`src/rtl/mul_add_tree.sv`:
```
// rtl/mul_add_tree.sv - unsigned WIDTH x WIDTH multiplier as a pipelined adder tree of shifted partial products
//
// Optional build macro: MUL_ADD_TREE_PIPE_EN
//   undefined : tree is combinational from the pins, only the product is registered (latency 1)
//   defined   : first tree level (pair sums plus pass-through) is also registered (latency 2)

module mul_add_tree #(
  parameter int WIDTH = 4
) (
  input  logic                 clk,
  input  logic                 rst,
  input  logic                 in_valid,
  input  logic [WIDTH-1:0]     mul_a,
  input  logic [WIDTH-1:0]     mul_b,
  output logic                 out_valid,
  output logic [2*WIDTH-1:0]   mul_out
);

  localparam int PW = 2 * WIDTH;        // product width
  localparam int N1 = (WIDTH + 1) / 2;  // terms after the first tree level

  logic [PW-1:0] pp      [WIDTH];
  logic [PW-1:0] lvl1    [N1];
  logic [PW-1:0] tree_in [N1];
  logic          tree_vld;
  logic [PW-1:0] tree_sum;

  logic [PW-1:0] prod_q, prod_d;
  logic          vld_q,  vld_d;

  // Partial products and the first level of pairwise sums (odd term passes through)
  always_comb begin
    for (int i = 0; i < WIDTH; i++) begin
      pp[i] = mul_b[i] ? ({{WIDTH{1'b0}}, mul_a} << i) : '0;
    end
    for (int i = 0; i < N1; i++) begin
      if (2 * i + 1 < WIDTH) begin
        lvl1[i] = pp[2*i] + pp[2*i+1];
      end else begin
        lvl1[i] = pp[2*i];
      end
    end
  end

`ifdef MUL_ADD_TREE_PIPE_EN
  logic [PW-1:0] s1_q [N1];
  logic [PW-1:0] s1_d [N1];
  logic          s1_vld_q, s1_vld_d;

  // Level-1 bank loads only on a valid input so idle operands never enter the tree
  always_comb begin
    s1_d     = s1_q;
    s1_vld_d = in_valid;
    if (in_valid) begin
      s1_d = lvl1;
    end
  end

  // Level-1 register bank and its valid bit
  always_ff @(posedge clk) begin
    if (rst) begin
      for (int i = 0; i < N1; i++) begin
        s1_q[i] <= '0;
      end
      s1_vld_q <= 1'b0;
    end else begin
      s1_q     <= s1_d;
      s1_vld_q <= s1_vld_d;
    end
  end

  // Remaining tree levels are fed from the registered level-1 terms
  always_comb begin
    tree_in  = s1_q;
    tree_vld = s1_vld_q;
  end
`else
  // Remaining tree levels are fed straight from the combinational level-1 terms
  always_comb begin
    tree_in  = lvl1;
    tree_vld = in_valid;
  end
`endif

  // Reduce the level-1 terms pairwise, level by level, until one sum is left
  always_comb begin
    logic [PW-1:0] tmp [N1];
    int            n;
    int            ia;
    int            ib;
    tmp = tree_in;
    n   = N1;
    for (int lv = 0; lv < 4; lv++) begin
      for (int j = 0; j < N1; j++) begin
        ia = (2 * j     <= N1 - 1) ? 2 * j     : N1 - 1;
        ib = (2 * j + 1 <= N1 - 1) ? 2 * j + 1 : N1 - 1;
        if (j < (n + 1) / 2) begin
          if (2 * j + 1 < n) begin
            tmp[j] = tmp[ia] + tmp[ib];
          end else begin
            tmp[j] = tmp[ia];
          end
        end
      end
      n = (n + 1) / 2;
    end
    tree_sum = tmp[0];
  end

  // Output stage holds the last product while idle; valid follows the load strobe
  always_comb begin
    prod_d = prod_q;
    vld_d  = tree_vld;
    if (tree_vld) begin
      prod_d = tree_sum;
    end
  end

  // Output register; reset has priority over any incoming operands
  always_ff @(posedge clk) begin
    if (rst) begin
      prod_q <= '0;
      vld_q  <= 1'b0;
    end else begin
      prod_q <= prod_d;
      vld_q  <= vld_d;
    end
  end

  assign mul_out   = prod_q;
  assign out_valid = vld_q;

endmodule

```
`config.mk`:
```
export PLATFORM = sky130hd
export DESIGN_NAME = mul_add_tree
export DESIGN_NICKNAME = d
export VERILOG_FILES = /design/src/rtl/mul_add_tree.sv
export SDC_FILE = /design/constraint.sdc
export NUM_CORES = 1
export LEC_CHECK = 0
export CAP_MARGIN = 20
export CORE_MARGIN = 4
export CORE_UTILIZATION = 30
export DETAILED_ROUTE_END_ITERATION = 10
export GPL_TIMING_DRIVEN = 0
export SYNTH_ARGS = -nofsm -noshare
export SYNTH_HDL_FRONTEND = slang
export SYNTH_SLANG_ARGS = --single-unit
```
`constraint.sdc`:
```
create_clock -name clk -period 5.3 [get_ports clk]
set_clock_uncertainty 0.2 [all_clocks]
set_input_delay 0.53 -clock clk [delete_from_list [all_inputs] [get_ports clk]]
set_output_delay 0.53 -clock clk [all_outputs]
set_load 0.03 [all_outputs]
```
==> results of run 1 <==
## state kept, by name, summed over array words and instances (netlist names)
name and cells:
mul_out 8, out_valid 1
## per-layer routing
metal,GRT usage (%),up-vias,wire (um)
met5,0,-,0
met4,1.987,0,0
met3,5.517,0,99
met2,14.19,12,663
met1,13.06,276,624
li1,-,301,-
## placed cells by master (no fill, tap or decap)
master / n
sky130_fd_sc_hd__clkdlybuf4s50_1: 18
sky130_fd_sc_hd__and2_1: 11
sky130_fd_sc_hd__ha_1: 10
sky130_fd_sc_hd__nand2_1: 9
sky130_fd_sc_hd__dfxtp_1: 9
sky130_fd_sc_hd__nor2_1: 6
sky130_fd_sc_hd__fa_1: 5
sky130_fd_sc_hd__inv_1: 4
sky130_fd_sc_hd__mux2i_1: 4
sky130_fd_sc_hd__a21oi_1: 3
sky130_fd_sc_hd__clkbuf_4: 3
sky130_fd_sc_hd__clkbuf_1: 2
sky130_fd_sc_hd__a21o_1: 2
sky130_fd_sc_hd__or3_1: 2
sky130_fd_sc_hd__a2111o_1: 2
sky130_fd_sc_hd__o221ai_1: 2
sky130_fd_sc_hd__buf_6: 1
sky130_fd_sc_hd__inv_6: 1
sky130_fd_sc_hd__xnor2_1: 1
sky130_fd_sc_hd__a211oi_1: 1
sky130_fd_sc_hd__nand3_1: 1
## worst min-delay path, cell delays in order, from the launching register on
cell and delay, ns:
sky130_fd_sc_hd__dfxtp_1 0.31, sky130_fd_sc_hd__nand2_1 0.06, sky130_fd_sc_hd__a21oi_1 0.05
## area by class of cell
class	count	area (um2)
clock buffer	4	26.28
buffer	2	15.01
sequential	9	180.2
fill	241	1279
inverter	5	23.77
tap	28	35.03
multi-input combinational	59	494.2
timing repair buffer	18	180.2
## cells in the mapped netlist, drive strengths merged
library cell / count
a211oi: 1
a21oi: 3
a2111o: 2
inv: 5
buf: 1
and2: 11
nor2: 6
ha: 10
fa: 5
nand2: 9
clkbuf: 1
o221ai: 2
nand3: 1
a21o: 2
or3: 2
mux2i: 4
dfxtp: 9
xnor2: 1
## worst max path at each step
stage | startpoint | to | slack [ns] | cells past startpoint
5_1_grt | mul_b[3] | mul_out[7]$_SDFFE_PP0P_ | 1.48 | 11
6_report | mul_b[3] | mul_out[7]$_SDFFE_PP0P_ | 1.64 | 11
3_3_place_gp | mul_b[3] | mul_out[7]$_SDFFE_PP0P_ | 1.38 | 11
2_1_floorplan | mul_b[3] | mul_out[7]$_SDFFE_PP0P_ | 1.96 | 10
3_5_place_dp | mul_b[3] | mul_out[7]$_SDFFE_PP0P_ | 1.34 | 11
4_1_cts | mul_b[3] | mul_out[7]$_SDFFE_PP0P_ | 1.61 | 11
## power by group
part           internal, mW  switching, mW  leakage (nW)
Sequential           0.0737        0.00278        0.0740
Combinational        0.0374         0.0415         0.349
Clock                0.0289         0.0219        0.0150
Total                 0.140         0.0662         0.438
## per-stage QoR
stage	std cells	hold WS [ns]
6_report	125	0.2690
4_1_cts	125	0.2803
2_1_floorplan	75	0.3849
5_1_grt	125	0.3285
3_5_place_dp	121	0.2681
3_3_place_gp	121	0.2606
## logic make-up after synthesis
family | synth area share [%]
compound gates | 10.88
mux | 5.614
flops | 25.26
xor+xnor | 1.228
buf+inv | 5.438
fa+ha+maj | 31.58
simple gates | 20.00
==> flow_summary.html, run 1 <==
<table>
<tr><th>Metric</th><th>Value</th></tr>
<tr><th colspan="2">Route</th></tr>
<tr><td>Via count</td><td>589</td></tr>
<tr><td>Via-to-Cell Ratio</td><td>4.712</td></tr>
<tr><td>Length of the first detailed-routing pass in iterations</td><td>2</td></tr>
<tr><td>DRC violation count after routing</td><td>0</td></tr>
<tr><td>Number of design-rule violations left by the first detailed-router iteration</td><td>4</td></tr>
<tr><td>Final antenna-violating net count</td><td>0</td></tr>
<tr><td>Detail-routed net length per standard cell</td><td>11.10 um</td></tr>
<tr><td>Detailed Route WL</td><td>1.387 mm</td></tr>
<tr><th colspan="2">Cells and area</th></tr>
<tr><td>Final design instance area without fill</td><td>~950 um2</td></tr>
<tr><td>P&amp;R area growth vs syn</td><td>33.86%</td></tr>
<tr><td>Diode count</td><td>0</td></tr>
<tr><td>Ratio of cells with drive above 1 in the final layout</td><td>5.155%</td></tr>
<tr><td>Final net count</td><td>124</td></tr>
<tr><td>Final Util</td><td>roughly 43%</td></tr>
<tr><th colspan="2">Setup path</th></tr>
<tr><td>Top cell by count, worst path</td><td>sky130_fd_sc_hd__fa_1</td></tr>
<tr><td>Peak per-stage delay on the critical path</td><td>0.53 ns</td></tr>
<tr><td>Critical register-to-register path endpoint</td><td>mul_out[5]$_SDFFE_PP0P_</td></tr>
<tr><td>Crit path buffers/inverters</td><td>3</td></tr>
<tr><td>R2R Setup Slk</td><td>4.45 ns</td></tr>
<tr><td>Nature of the critical path startpoint</td><td>primary input</td></tr>
<tr><td>Ordered list of cells on the worst path</td><td>clkdlybuf4s50_1, and2_1, fa_1, inv_1, fa_1, inv_1, ha_1, fa_1, a21o_1, a2111o_1, o221ai_1</td></tr>
<tr><td>Worst path arrival time</td><td>roughly 3.6 ns</td></tr>
<tr><td>Gate family responsible for the most delay along the worst path</td><td>adder cells</td></tr>
<tr><td>FF-to-FF Start</td><td>mul_out[5]$_SDFFE_PP0P_</td></tr>
<tr><td>Register-to-Register Path Depth</td><td>2</td></tr>
<tr><td>Critical Setup Path Class</td><td>primary input to flop</td></tr>
<tr><td>Highest-delay cell along the critical path</td><td>sky130_fd_sc_hd__fa_1</td></tr>
<tr><td>Maximum fanout encountered on the critical timing path</td><td>4</td></tr>
<tr><td>Data required time at the worst endpoint</td><td>5.28 ns</td></tr>
<tr><td>Type of destination of the critical path</td><td>flop</td></tr>
<tr><th colspan="2">CTS</th></tr>
<tr><td>Buffer levels on the longest clock path</td><td>2</td></tr>
<tr><td>H-tree depth</td><td>1</td></tr>
<tr><td>Clock latency reported for the late side of the worst-skew pair</td><td>between 0.2 and 0.3 ns</td></tr>
<tr><td>Clock slew at the register clock pins of the worst setup and hold paths</td><td>around 0.060 ns</td></tr>
<tr><td>Post-CTS setup buffer count</td><td>0</td></tr>
<tr><td>CTS buffer count</td><td>3</td></tr>
<tr><td>Clk sink count</td><td>9</td></tr>
<tr><td>Clock tree from TritonCTS</td><td>done</td></tr>
<tr><td>Cts-stage hold buffer count</td><td>0</td></tr>
<tr><td>Number of gates given a new drive strength after cts</td><td>0</td></tr>
<tr><td>Root cell of the clock tree</td><td>sky130_fd_sc_hd__clkbuf_4</td></tr>
<tr><th colspan="2">STA</th></tr>
<tr><td>Number of pins with negative max-slew slack in the final report</td><td>0</td></tr>
<tr><td>Setup repair after global routing missed its margin</td><td>false</td></tr>
<tr><td>Sum Neg Setup Slack</td><td>0 ns</td></tr>
<tr><td>Final critical-path required period</td><td>3.662 ns</td></tr>
<tr><td>Worst slew slack as a fraction of its limit</td><td>72.66%</td></tr>
<tr><td>Final count of hold timing violations</td><td>0</td></tr>
<tr><td>Maximum achievable frequency</td><td>273.1 MHz</td></tr>
<tr><td>Pin slew with the least headroom to its limit</td><td>0.4101 ns</td></tr>
<tr><td>Post-route worst setup slack</td><td>1.638 ns</td></tr>
<tr><td>Final period utilization</td><td>between 60% and 70%</td></tr>
<tr><td>Final setup viols</td><td>0</td></tr>
<tr><th colspan="2">Global routing</th></tr>
<tr><td>Overflow left after global routing</td><td>0</td></tr>
<tr><td>Maximum number of pins on one net before global-route repair</td><td>11</td></tr>
<tr><td>GR Util All Layers</td><td>roughly 10%</td></tr>
<tr><td>Antenna violations before repair</td><td>0</td></tr>
<tr><td>Number of global-route vias before repair</td><td>594</td></tr>
<tr><td>Wire length of the first global-routing pass</td><td>2.490 mm</td></tr>
<tr><th colspan="2">Logic synthesis</th></tr>
<tr><td>Synthesized net count</td><td>101</td></tr>
<tr><td>Average cell area after synthesis</td><td>between 9 and 10 um2</td></tr>
<tr><td>Proportion of netlist area held by the largest area contributor</td><td>25.26%</td></tr>
<tr><td>Post-synthesis sequential element count</td><td>9</td></tr>
<tr><td>Number of synthesis warnings</td><td>0</td></tr>
<tr><td>Post-Synthesis Cell Area</td><td>713.2 um2</td></tr>
<tr><td>Part of the Yosys area used for sequential elements</td><td>25.26%</td></tr>
<tr><td>Cell variety after synth</td><td>19</td></tr>
<tr><td>Cell count after synthesis</td><td>75</td></tr>
<tr><td>Post-synth top area cell</td><td>sky130_fd_sc_hd__dfxtp_1</td></tr>
<tr><td>Cell types occupying the most area after synthesis</td><td>sky130_fd_sc_hd__dfxtp_1, sky130_fd_sc_hd__ha_1, sky130_fd_sc_hd__fa_1</td></tr>
<tr><th colspan="2">Floorplan</th></tr>
<tr><td>FP Rows</td><td>17</td></tr>
<tr><td>Die outline height</td><td>56.76 um</td></tr>
<tr><td>Die Span X</td><td>roughly 57 um</td></tr>
<tr><td>Floorplan Core Area</td><td>roughly 0.0022 mm2</td></tr>
<tr><td>Initial Utilization</td><td>31.93%</td></tr>
<tr><td>Die footprint</td><td>0.003221 mm2</td></tr>
<tr><td># IOs</td><td>20</td></tr>
<tr><th colspan="2">Power and ir drop</th></tr>
<tr><td>Pleak</td><td>0.4379 nW</td></tr>
<tr><td>Sum of internal, switching and leakage power</td><td>0.2062 mW</td></tr>
<tr><td>Peak VDD IR</td><td>184.8 uV</td></tr>
<tr><td>PD cells</td><td>~220 mW/mm2</td></tr>
<tr><th colspan="2">Hold path</th></tr>
<tr><td>Hold path endpoint</td><td>mul_out[0]$_SDFFE_PP0P_</td></tr>
<tr><td>Cell depth of the worst hold path</td><td>2</td></tr>
<tr><td>Worst min path class</td><td>flop to flop</td></tr>
<tr><td>Launch point of the worst hold path</td><td>mul_out[0]$_SDFFE_PP0P_</td></tr>
<tr><th colspan="2">Placement</th></tr>
<tr><td>Placer congestion estimate</td><td>0.7013</td></tr>
<tr><td>I/O Buffers</td><td>18</td></tr>
<tr><td>Total half-perimeter wirelength after legalization and detailed placement</td><td>1.158 mm</td></tr>
<tr><td>Setup slack after placement</td><td>1.341 ns</td></tr>
<tr><td>Placement-stage cell area</td><td>928.4 um2</td></tr>
<tr><th colspan="2">Flow run</th></tr>
<tr><td>Number of violations of the max-capacitance limit</td><td>0</td></tr>
<tr><th colspan="2">Run status</th></tr>
<tr><td>Outcome</td><td>finished, final reports clean</td></tr>
</table>
(Power assumes the default switching activity.)
==> inputs of run 2 (changes only) <==
==> constraint.sdc (replaced) <==
create_clock -name clk -period 3.11 [get_ports clk]
set_clock_uncertainty 0.2 [all_clocks]
set_input_delay 0.311 -clock clk [delete_from_list [all_inputs] [get_ports clk]]
set_output_delay 0.311 -clock clk [all_outputs]
set_load 0.03 [all_outputs]
==> flow_summary.html, run 2 (synthesis results as in run 1) <==
<table>
<tr><th>Metric</th><th>Value</th></tr>
<tr><th colspan="2">Run status</th></tr>
<tr><td>Outcome</td><td>finished, final reports clean</td></tr>
<tr><th colspan="2">Floorplan</th></tr>
<tr><td># IOs</td><td>20 (unchanged)</td></tr>
<tr><td>Initial Utilization</td><td>31.93% (unchanged)</td></tr>
<tr><td>Die footprint</td><td>0.003221 mm2 (unchanged)</td></tr>
<tr><td>Die Span X</td><td>56.76 um (unchanged)</td></tr>
<tr><td>FP Rows</td><td>17 (unchanged)</td></tr>
<tr><td>Floorplan Core Area</td><td>0.002233 mm2 (unchanged)</td></tr>
<tr><td>Die outline height</td><td>56.76 um (unchanged)</td></tr>
<tr><th colspan="2">STA</th></tr>
<tr><td>Maximum achievable frequency</td><td>332.2 MHz</td></tr>
<tr><td>Number of pins with negative max-slew slack in the final report</td><td>0 (unchanged)</td></tr>
<tr><td>Worst slew slack as a fraction of its limit</td><td>69.41% (-3.2 points)</td></tr>
<tr><td>Final period utilization</td><td>96.80%</td></tr>
<tr><td>Final critical-path required period</td><td>between 3 and 4 ns</td></tr>
<tr><td>Post-route worst setup slack</td><td>0.09954 ns (-1.539 ns)</td></tr>
<tr><td>Final setup viols</td><td>0 (unchanged)</td></tr>
<tr><td>Setup repair after global routing missed its margin</td><td>false</td></tr>
<tr><td>Sum Neg Setup Slack</td><td>0 ns (unchanged)</td></tr>
<tr><td>Final count of hold timing violations</td><td>0 (unchanged)</td></tr>
<tr><td>Pin slew with the least headroom to its limit</td><td>0.4588 ns (+0.04870 ns)</td></tr>
<tr><th colspan="2">Cells and area</th></tr>
<tr><td>P&amp;R area growth vs syn</td><td>36.32%</td></tr>
<tr><td>Commonest non-fill, non-tap cell in the layout</td><td>sky130_fd_sc_hd__clkdlybuf4s50_1</td></tr>
<tr><td>Final Util</td><td>43.53% (+0.78 points)</td></tr>
<tr><td>Ratio of cells with drive above 1 in the final layout</td><td>16.33% (+11 points)</td></tr>
<tr><td>Final net count</td><td>125 (+0.81%)</td></tr>
<tr><td>Number of flip-flops in the largest register</td><td>8 (unchanged)</td></tr>
<tr><td>Filler-free cell count of the finished design</td><td>126 (+0.80%)</td></tr>
<tr><td>Diode count</td><td>0 (unchanged)</td></tr>
<tr><td>Most used cells in the layout excluding fill and tap cells</td><td>sky130_fd_sc_hd__clkdlybuf4s50_1, sky130_fd_sc_hd__nand2_1, sky130_fd_sc_hd__ha_1, sky130_fd_sc_hd__dfxtp_1, sky130_fd_sc_hd__and2_1</td></tr>
<tr><th colspan="2">Hold path</th></tr>
<tr><td>Cell depth of the worst hold path</td><td>2 (unchanged)</td></tr>
<tr><td>Launch point of the worst hold path</td><td>in_valid</td></tr>
<tr><td>Worst min path class</td><td>primary input to flop</td></tr>
<tr><td>Hold path endpoint</td><td>mul_out[5]$_SDFFE_PP0P_</td></tr>
<tr><th colspan="2">Setup path</th></tr>
<tr><td>Maximum fanout encountered on the critical timing path</td><td>4 (unchanged)</td></tr>
<tr><td>Type of destination of the critical path</td><td>flop</td></tr>
<tr><td>Register-to-Register Path Depth</td><td>2 (unchanged)</td></tr>
<tr><td>Worst path arrival time</td><td>2.99 ns (-0.65 ns)</td></tr>
<tr><td>R2R Setup Slk</td><td>2.26 ns (-2.19 ns)</td></tr>
<tr><td>Nature of the critical path startpoint</td><td>primary input</td></tr>
<tr><td>Critical register-to-register path endpoint</td><td>mul_out[5]$_SDFFE_PP0P_</td></tr>
<tr><td>Critical Setup Path Class</td><td>primary input to flop</td></tr>
<tr><td>Data required time at the worst endpoint</td><td>3.09 ns (-2.19 ns)</td></tr>
<tr><td>FF-to-FF Start</td><td>mul_out[5]$_SDFFE_PP0P_</td></tr>
<tr><th colspan="2">Power and ir drop</th></tr>
<tr><td>PD cells</td><td>370.2 mW/mm2 (+71%)</td></tr>
<tr><td>Sum of internal, switching and leakage power</td><td>0.3599 mW (+75%)</td></tr>
<tr><td>Pleak</td><td>0.4593 nW (+4.9%)</td></tr>
<tr><td>Peak VDD IR</td><td>277.7 uV (+50%)</td></tr>
<tr><th colspan="2">Route</th></tr>
<tr><td>Length of the first detailed-routing pass in iterations</td><td>4 (+2)</td></tr>
<tr><td>DRC violation count after routing</td><td>0 (unchanged)</td></tr>
<tr><td>Via count</td><td>595 (+1.0%)</td></tr>
<tr><td>Final antenna-violating net count</td><td>0 (unchanged)</td></tr>
<tr><td>Detailed Route WL</td><td>1.514 mm (+9.2%)</td></tr>
<tr><td>Via-to-Cell Ratio</td><td>4.722 (+0.22%)</td></tr>
<tr><td>Detail-routed net length per standard cell</td><td>12.02 um (+8.3%)</td></tr>
<tr><td>Number of design-rule violations left by the first detailed-router iteration</td><td>2 (-2)</td></tr>
<tr><th colspan="2">Global routing</th></tr>
<tr><td>GR Util All Layers</td><td>9.939% (+0.028 points)</td></tr>
<tr><td>Maximum number of pins on one net before global-route repair</td><td>11 (unchanged)</td></tr>
<tr><td>Antenna violations before repair</td><td>0 (unchanged)</td></tr>
<tr><td>Wire length of the first global-routing pass</td><td>2.532 mm (+1.7%)</td></tr>
<tr><td>Overflow left after global routing</td><td>0 (unchanged)</td></tr>
<tr><td>Number of global-route vias before repair</td><td>600 (+1.0%)</td></tr>
<tr><th colspan="2">CTS</th></tr>
<tr><td>Clock latency reported for the late side of the worst-skew pair</td><td>0.26 ns (about the same)</td></tr>
<tr><td>Root cell of the clock tree</td><td>sky130_fd_sc_hd__clkbuf_4</td></tr>
<tr><td>Cts-stage hold buffer count</td><td>0 (unchanged)</td></tr>
<tr><td>H-tree depth</td><td>1 (unchanged)</td></tr>
<tr><td>Clk sink count</td><td>9 (unchanged)</td></tr>
<tr><td>CTS buffer count</td><td>3 (unchanged)</td></tr>
<tr><td>Buffer levels on the longest clock path</td><td>2 (unchanged)</td></tr>
<tr><td>Clock slew at the register clock pins of the worst setup and hold paths</td><td>0.06 ns (about the same)</td></tr>
<tr><td>Clock tree from TritonCTS</td><td>done</td></tr>
<tr><th colspan="2">Flow run</th></tr>
<tr><td>Number of violations of the max-capacitance limit</td><td>0 (unchanged)</td></tr>
<tr><th colspan="2">Placement</th></tr>
<tr><td>I/O Buffers</td><td>18 (unchanged)</td></tr>
<tr><td>Number of placed instances with taps included</td><td>121 (unchanged)</td></tr>
<tr><td>Total half-perimeter wirelength after legalization and detailed placement</td><td>1.144 mm (-1.2%)</td></tr>
<tr><td>Placer congestion estimate</td><td>0.6955 (-0.83%)</td></tr>
<tr><td>Setup slack after placement</td><td>-0.5313 ns (-1.872 ns)</td></tr>
</table>
## run 2: changes by cell type in the layout (fill, tap and decap cells not counted), moves of 3 or more
cell,before,now
sky130_fd_sc_hd__and2_4,0,3
sky130_fd_sc_hd__and2_1,11,8
sky130_fd_sc_hd__clkbuf_2,0,4
sky130_fd_sc_hd__clkdlybuf4s50_1,18,11
## run 2: per-layer routing
layer  up-vias  wire length [um]  share of wire (%)  GRT usage (%)
met2        12               788                 52          15.68
met1       281               631                 42          12.43
met5         -                 0                  0              0
met3         0                94                6.2          4.598
li1        302                 -                  -              -
met4         0                 0                  0          1.987
## run 2: critical path: stages
cell,delay (ns)
sky130_fd_sc_hd__dlygate4sd2_1,0.27
sky130_fd_sc_hd__and2_4,0.15
sky130_fd_sc_hd__fa_1,0.47
sky130_fd_sc_hd__inv_1,0.05
sky130_fd_sc_hd__fa_1,0.53
sky130_fd_sc_hd__inv_1,0.07
sky130_fd_sc_hd__ha_4,0.17
sky130_fd_sc_hd__fa_2,0.35
sky130_fd_sc_hd__a21o_1,0.17
sky130_fd_sc_hd__a2111o_1,0.38
sky130_fd_sc_hd__o221ai_2,0.07
## run 2: worst max-delay path by stage
stage / slack [ns] / start / end
floorplan: 0.04 / mul_b[3] / mul_out[7]$_SDFFE_PP0P_
global placement: -0.54 / mul_b[3] / mul_out[7]$_SDFFE_PP0P_
detailed placement: -0.53 / mul_a[0] / mul_out[7]$_SDFFE_PP0P_
CTS: 0.007 / mul_a[0] / mul_out[7]$_SDFFE_PP0P_
global route: 0.008 / mul_b[1] / mul_out[7]$_SDFFE_PP0P_
finish: 0.1 / mul_b[1] / mul_out[7]$_SDFFE_PP0P_
## run 2: final cells by class
class | count | area (um2)
fillers | 242 | 1261
multi-input cells | 59 | 523.0
flip-flops and latches | 9 | 180.2
repair buffers | 19 | 168.9
well taps | 28 | 35.03
clock buffers | 4 | 26.28
inverters | 5 | 23.77
plain buffers | 2 | 15.01
## run 2: where the power goes
group	internal, mW	switching, mW	total (mW)
registers	0.126	0.00477	0.130
clock network	0.0494	0.0399	0.0892
logic	0.0653	0.0750	0.140
## run 2: through the flow
| step | cell area, um2 | hold WS, ns |
|---|---|---|
| 2_1_floorplan | 715.7 | 0.2754 |
| 3_3_place_gp | 930.9 | 0.2595 |
| 3_5_place_dp | 930.9 | 0.2655 |
| 4_1_cts | 963.4 | 0.1243 |
| 5_1_grt | 972.2 | 0.1307 |
| 6_report | 972.2 | 0.1270 |
## run 2: timing repair
item | in CTS | in global routing
setup buffers | 1 | 0
gates resized for setup | 9 | 13
pin swaps | 2 | 1
setup endpoints to repair | 1 | 1
==> inputs of run 3 (changes only) <==
--- a/config.mk
+++ b/config.mk
@@ -9,7 +9,7 @@
 export CORE_MARGIN = 4
 export CORE_UTILIZATION = 30
 export DETAILED_ROUTE_END_ITERATION = 10
-export GPL_TIMING_DRIVEN = 0
+export HOLD_SLACK_MARGIN = 0.02
 export SYNTH_ARGS = -nofsm -noshare
 export SYNTH_HDL_FRONTEND = slang
 export SYNTH_SLANG_ARGS = --single-unit
==> flow_summary.html, run 3 (synthesis results as in run 1) <==
<table>
<tr><th>Metric</th><th>Value</th></tr>
<tr><th colspan="2">Power and ir drop</th></tr>
<tr><td>Sum of internal, switching and leakage power</td><td>0.3750 mW (+4.2%)</td></tr>
<tr><td>Pleak</td><td>0.5144 nW (+12%)</td></tr>
<tr><td>Combinational fraction of design power</td><td>41.1% (+2.1 points)</td></tr>
<tr><td>Fraction of power consumed by the clock network</td><td>24.1% (-0.7 points)</td></tr>
<tr><td>Register share of total power</td><td>34.8% (-1.4 points)</td></tr>
<tr><td>PD cells</td><td>351.8 mW/mm2 (-5.0%)</td></tr>
<tr><td>Switching power summed over all nets</td><td>0.1220 mW (+2.0%)</td></tr>
<tr><td>Switching portion of total power</td><td>32.53% (-0.69 points)</td></tr>
<tr><td>Peak VDD IR</td><td>265.9 uV (-4.2%)</td></tr>
<tr><td>Internal power component</td><td>0.2530 mW (+5.3%)</td></tr>
<tr><th colspan="2">Global routing</th></tr>
<tr><td>Overflow left after global routing</td><td>0 (unchanged)</td></tr>
<tr><td>Maximum number of pins on one net before global-route repair</td><td>14 (+3)</td></tr>
<tr><td>Antenna violations before repair</td><td>0 (unchanged)</td></tr>
<tr><td>Number of global-route vias before repair</td><td>622 (+3.7%)</td></tr>
<tr><td>Wire length of the first global-routing pass</td><td>2.622 mm (+3.6%)</td></tr>
<tr><td>GR Util All Layers</td><td>10.48% (+0.54 points)</td></tr>
<tr><th colspan="2">CTS</th></tr>
<tr><td>H-tree depth</td><td>1 (unchanged)</td></tr>
<tr><td>Clock latency reported for the late side of the worst-skew pair</td><td>0.26 ns (about the same)</td></tr>
<tr><td>Buffer levels on the longest clock path</td><td>2 (unchanged)</td></tr>
<tr><td>Clock slew at the register clock pins of the worst setup and hold paths</td><td>0.06 ns (about the same)</td></tr>
<tr><td>Root cell of the clock tree</td><td>sky130_fd_sc_hd__clkbuf_4</td></tr>
<tr><td>CTS buffer count</td><td>3 (unchanged)</td></tr>
<tr><td>Clk sink count</td><td>9 (unchanged)</td></tr>
<tr><td>Clock tree from TritonCTS</td><td>done</td></tr>
<tr><th colspan="2">Placement</th></tr>
<tr><td>Total half-perimeter wirelength after legalization and detailed placement</td><td>1.253 mm (+9.5%)</td></tr>
<tr><td>Number of placed instances with taps included</td><td>133 (+9.9%)</td></tr>
<tr><td>Placer congestion estimate</td><td>0.7824 (+12%)</td></tr>
<tr><td>I/O Buffers</td><td>19 (+1)</td></tr>
<tr><th colspan="2">Route</th></tr>
<tr><td>Via count</td><td>627 (+5.4%)</td></tr>
<tr><td>Detailed Route WL</td><td>1.500 mm (-0.92%)</td></tr>
<tr><td>Length of the first detailed-routing pass in iterations</td><td>3 (-1)</td></tr>
<tr><td>Number of design-rule violations left by the first detailed-router iteration</td><td>1 (-1)</td></tr>
<tr><td>Final antenna-violating net count</td><td>0 (unchanged)</td></tr>
<tr><td>Via-to-Cell Ratio</td><td>4.543 (-3.8%)</td></tr>
<tr><td>Detail-routed net length per standard cell</td><td>10.87 um (-9.5%)</td></tr>
<tr><td>DRC violation count after routing</td><td>0 (unchanged)</td></tr>
<tr><th colspan="2">Cells and area</th></tr>
<tr><td>P&amp;R area growth vs syn</td><td>49.47%</td></tr>
<tr><td>Diode count</td><td>0 (unchanged)</td></tr>
<tr><td>Filler-free cell count of the finished design</td><td>138 (+9.5%)</td></tr>
<tr><td>Commonest non-fill, non-tap cell in the layout</td><td>sky130_fd_sc_hd__buf_4</td></tr>
<tr><td>Ratio of cells with drive above 1 in the final layout</td><td>21.82% (+5.5 points)</td></tr>
<tr><td>Final Util</td><td>47.73% (+4.2 points)</td></tr>
<tr><td>Most used cells in the layout excluding fill and tap cells</td><td>sky130_fd_sc_hd__buf_4, sky130_fd_sc_hd__clkdlybuf4s50_1, sky130_fd_sc_hd__nand2_1, sky130_fd_sc_hd__ha_1, sky130_fd_sc_hd__dfxtp_1</td></tr>
<tr><td>Number of flip-flops in the largest register</td><td>8 (unchanged)</td></tr>
<tr><td>Final net count</td><td>137 (+9.6%)</td></tr>
<tr><th colspan="2">Setup path</th></tr>
<tr><td>Critical register-to-register path endpoint</td><td>mul_out[5]$_SDFFE_PP0P_</td></tr>
<tr><td>FF-to-FF Start</td><td>mul_out[5]$_SDFFE_PP0P_</td></tr>
<tr><td>R2R Setup Slk</td><td>2.24 ns (-0.02 ns)</td></tr>
<tr><td>Type of destination of the critical path</td><td>flop</td></tr>
<tr><td>Critical Setup Path Class</td><td>primary input to flop</td></tr>
<tr><td>Worst path arrival time</td><td>3.02 ns (+0.03 ns)</td></tr>
<tr><td>Data required time at the worst endpoint</td><td>3.10 ns (about the same)</td></tr>
<tr><td>Maximum fanout encountered on the critical timing path</td><td>2 (-2)</td></tr>
<tr><td>Register-to-Register Path Depth</td><td>2 (unchanged)</td></tr>
<tr><td>Nature of the critical path startpoint</td><td>primary input</td></tr>
<tr><th colspan="2">Floorplan</th></tr>
<tr><td>Initial Utilization</td><td>31.93% (unchanged)</td></tr>
<tr><td>Die Span X</td><td>56.76 um (unchanged)</td></tr>
<tr><td>Die footprint</td><td>0.003221 mm2 (unchanged)</td></tr>
<tr><td>Die outline height</td><td>56.76 um (unchanged)</td></tr>
<tr><td>FP Rows</td><td>17 (unchanged)</td></tr>
<tr><td># IOs</td><td>20 (unchanged)</td></tr>
<tr><td>Floorplan Core Area</td><td>0.002233 mm2 (unchanged)</td></tr>
<tr><th colspan="2">STA</th></tr>
<tr><td>Maximum achievable frequency</td><td>329.8 MHz (-0.73%)</td></tr>
<tr><td>Worst slack on hold paths</td><td>0.2675 ns (+0.1405 ns)</td></tr>
<tr><td>Setup repair after global routing missed its margin</td><td>false</td></tr>
<tr><td>Final setup viols</td><td>0 (unchanged)</td></tr>
<tr><td>Final critical-path required period</td><td>3.032 ns (+0.02201 ns)</td></tr>
<tr><td>Final period utilization</td><td>97.51% (+0.71 points)</td></tr>
<tr><td>Final count of hold timing violations</td><td>0 (unchanged)</td></tr>
<tr><td>Pin slew with the least headroom to its limit</td><td>0.5536 ns (+0.09474 ns)</td></tr>
<tr><td>Worst slew slack as a fraction of its limit</td><td>62.98% (-6.4 points)</td></tr>
<tr><td>Number of pins with negative max-slew slack in the final report</td><td>0 (unchanged)</td></tr>
<tr><th colspan="2">Flow run</th></tr>
<tr><td>Number of violations of the max-capacitance limit</td><td>0 (unchanged)</td></tr>
<tr><th colspan="2">Run status</th></tr>
<tr><td>Outcome</td><td>finished, final reports clean</td></tr>
<tr><th colspan="2">Hold path</th></tr>
<tr><td>Hold path endpoint</td><td>mul_out[0]$_SDFFE_PP0P_</td></tr>
<tr><td>Worst min path class</td><td>flop to flop</td></tr>
<tr><td>Launch point of the worst hold path</td><td>mul_out[0]$_SDFFE_PP0P_</td></tr>
<tr><td>Cell depth of the worst hold path</td><td>2 (unchanged)</td></tr>
</table>
[run 3: power by group through the flow]
stage	logic, mW	registers, mW	clock network (mW)
6_report	0.154	0.130	0.0903
3_5_place_dp	0.154	0.133	0
4_1_cts	0.154	0.130	0.0963
2_1_floorplan	0.0677	0.153	0
5_1_grt	0.172	0.132	0.101
3_3_place_gp	0.153	0.133	0
[run 3: what timing repair did]
| action | in CTS | in global routing |
|---|---|---|
| pin swaps | 2 | 3 |
| hold buffers | 0 | 0 |
| setup endpoints to repair | 2 | 1 |
| gates cloned | 0 | 0 |
| gates resized for setup | 10 | 1 |
| buffers inserted | 0 | 1 |
[run 3: worst max path at each step]
stage | cells after the start | startpoint | end | slack, ns
after CTS | 11 | mul_b[3] | mul_out[7]$_SDFFE_PP0P_ | 0.03
after detailed placement | 11 | mul_a[1] | mul_out[7]$_SDFFE_PP0P_ | -0.47
after floorplan | 10 | mul_b[3] | mul_out[7]$_SDFFE_PP0P_ | 0.04
final | 11 | mul_b[3] | mul_out[7]$_SDFFE_PP0P_ | 0.08
after global placement | 11 | mul_b[2] | mul_out[7]$_SDFFE_PP0P_ | -0.44
after global routing | 11 | mul_b[3] | mul_out[7]$_SDFFE_PP0P_ | 0.003
[run 3: worst max-delay path: stages]
cell                            delay, ns
sky130_fd_sc_hd__dlygate4sd2_1       0.24
sky130_fd_sc_hd__and2_4              0.16
sky130_fd_sc_hd__fa_1                0.53
sky130_fd_sc_hd__inv_1               0.06
sky130_fd_sc_hd__fa_1                0.53
sky130_fd_sc_hd__inv_1               0.04
sky130_fd_sc_hd__ha_2                0.19
sky130_fd_sc_hd__fa_2                0.34
sky130_fd_sc_hd__a21o_1              0.20
sky130_fd_sc_hd__a2111o_1            0.37
sky130_fd_sc_hd__o221ai_2            0.06
[run 3: cell type report]
| cell class | instances | area [um2] |
|---|---|---|
| clock buffer | 4 | 26.28 |
| fill | 222 | 1167 |
| multi-input combinational | 59 | 513.0 |
| timing repair buffer | 33 | 287.8 |
| tap | 28 | 35.03 |
| inverter | 5 | 23.77 |
| sequential | 9 | 180.2 |
[run 3: metrics by stage]
| stage | setup slack [ns] | area, um2 | setup TNS [ns] |
|---|---|---|---|
| after global placement | -0.4414 | 1023 | -0.9513 |
| after detailed placement | -0.4713 | 1023 | -1.042 |
| final | 0.07753 | 1066 | 0 |
| after CTS | 0.03157 | 1052 | 0 |
| after global routing | 0.002702 | 1066 | 0 |
| after floorplan | 0.03946 | 715.7 | 0 |
[run 3: per-layer routing]
| metal | up-vias | wire [um] | track usage (%) |
|---|---|---|---|
| met1 | 286 | 741 | 14.05 |
| met4 | 0 | 18 | 2.980 |
| met5 | - | 0 | 0 |
| met2 | 12 | 648 | 14.52 |
| met3 | 3 | 92 | 5.517 |
| li1 | 326 | - | - |
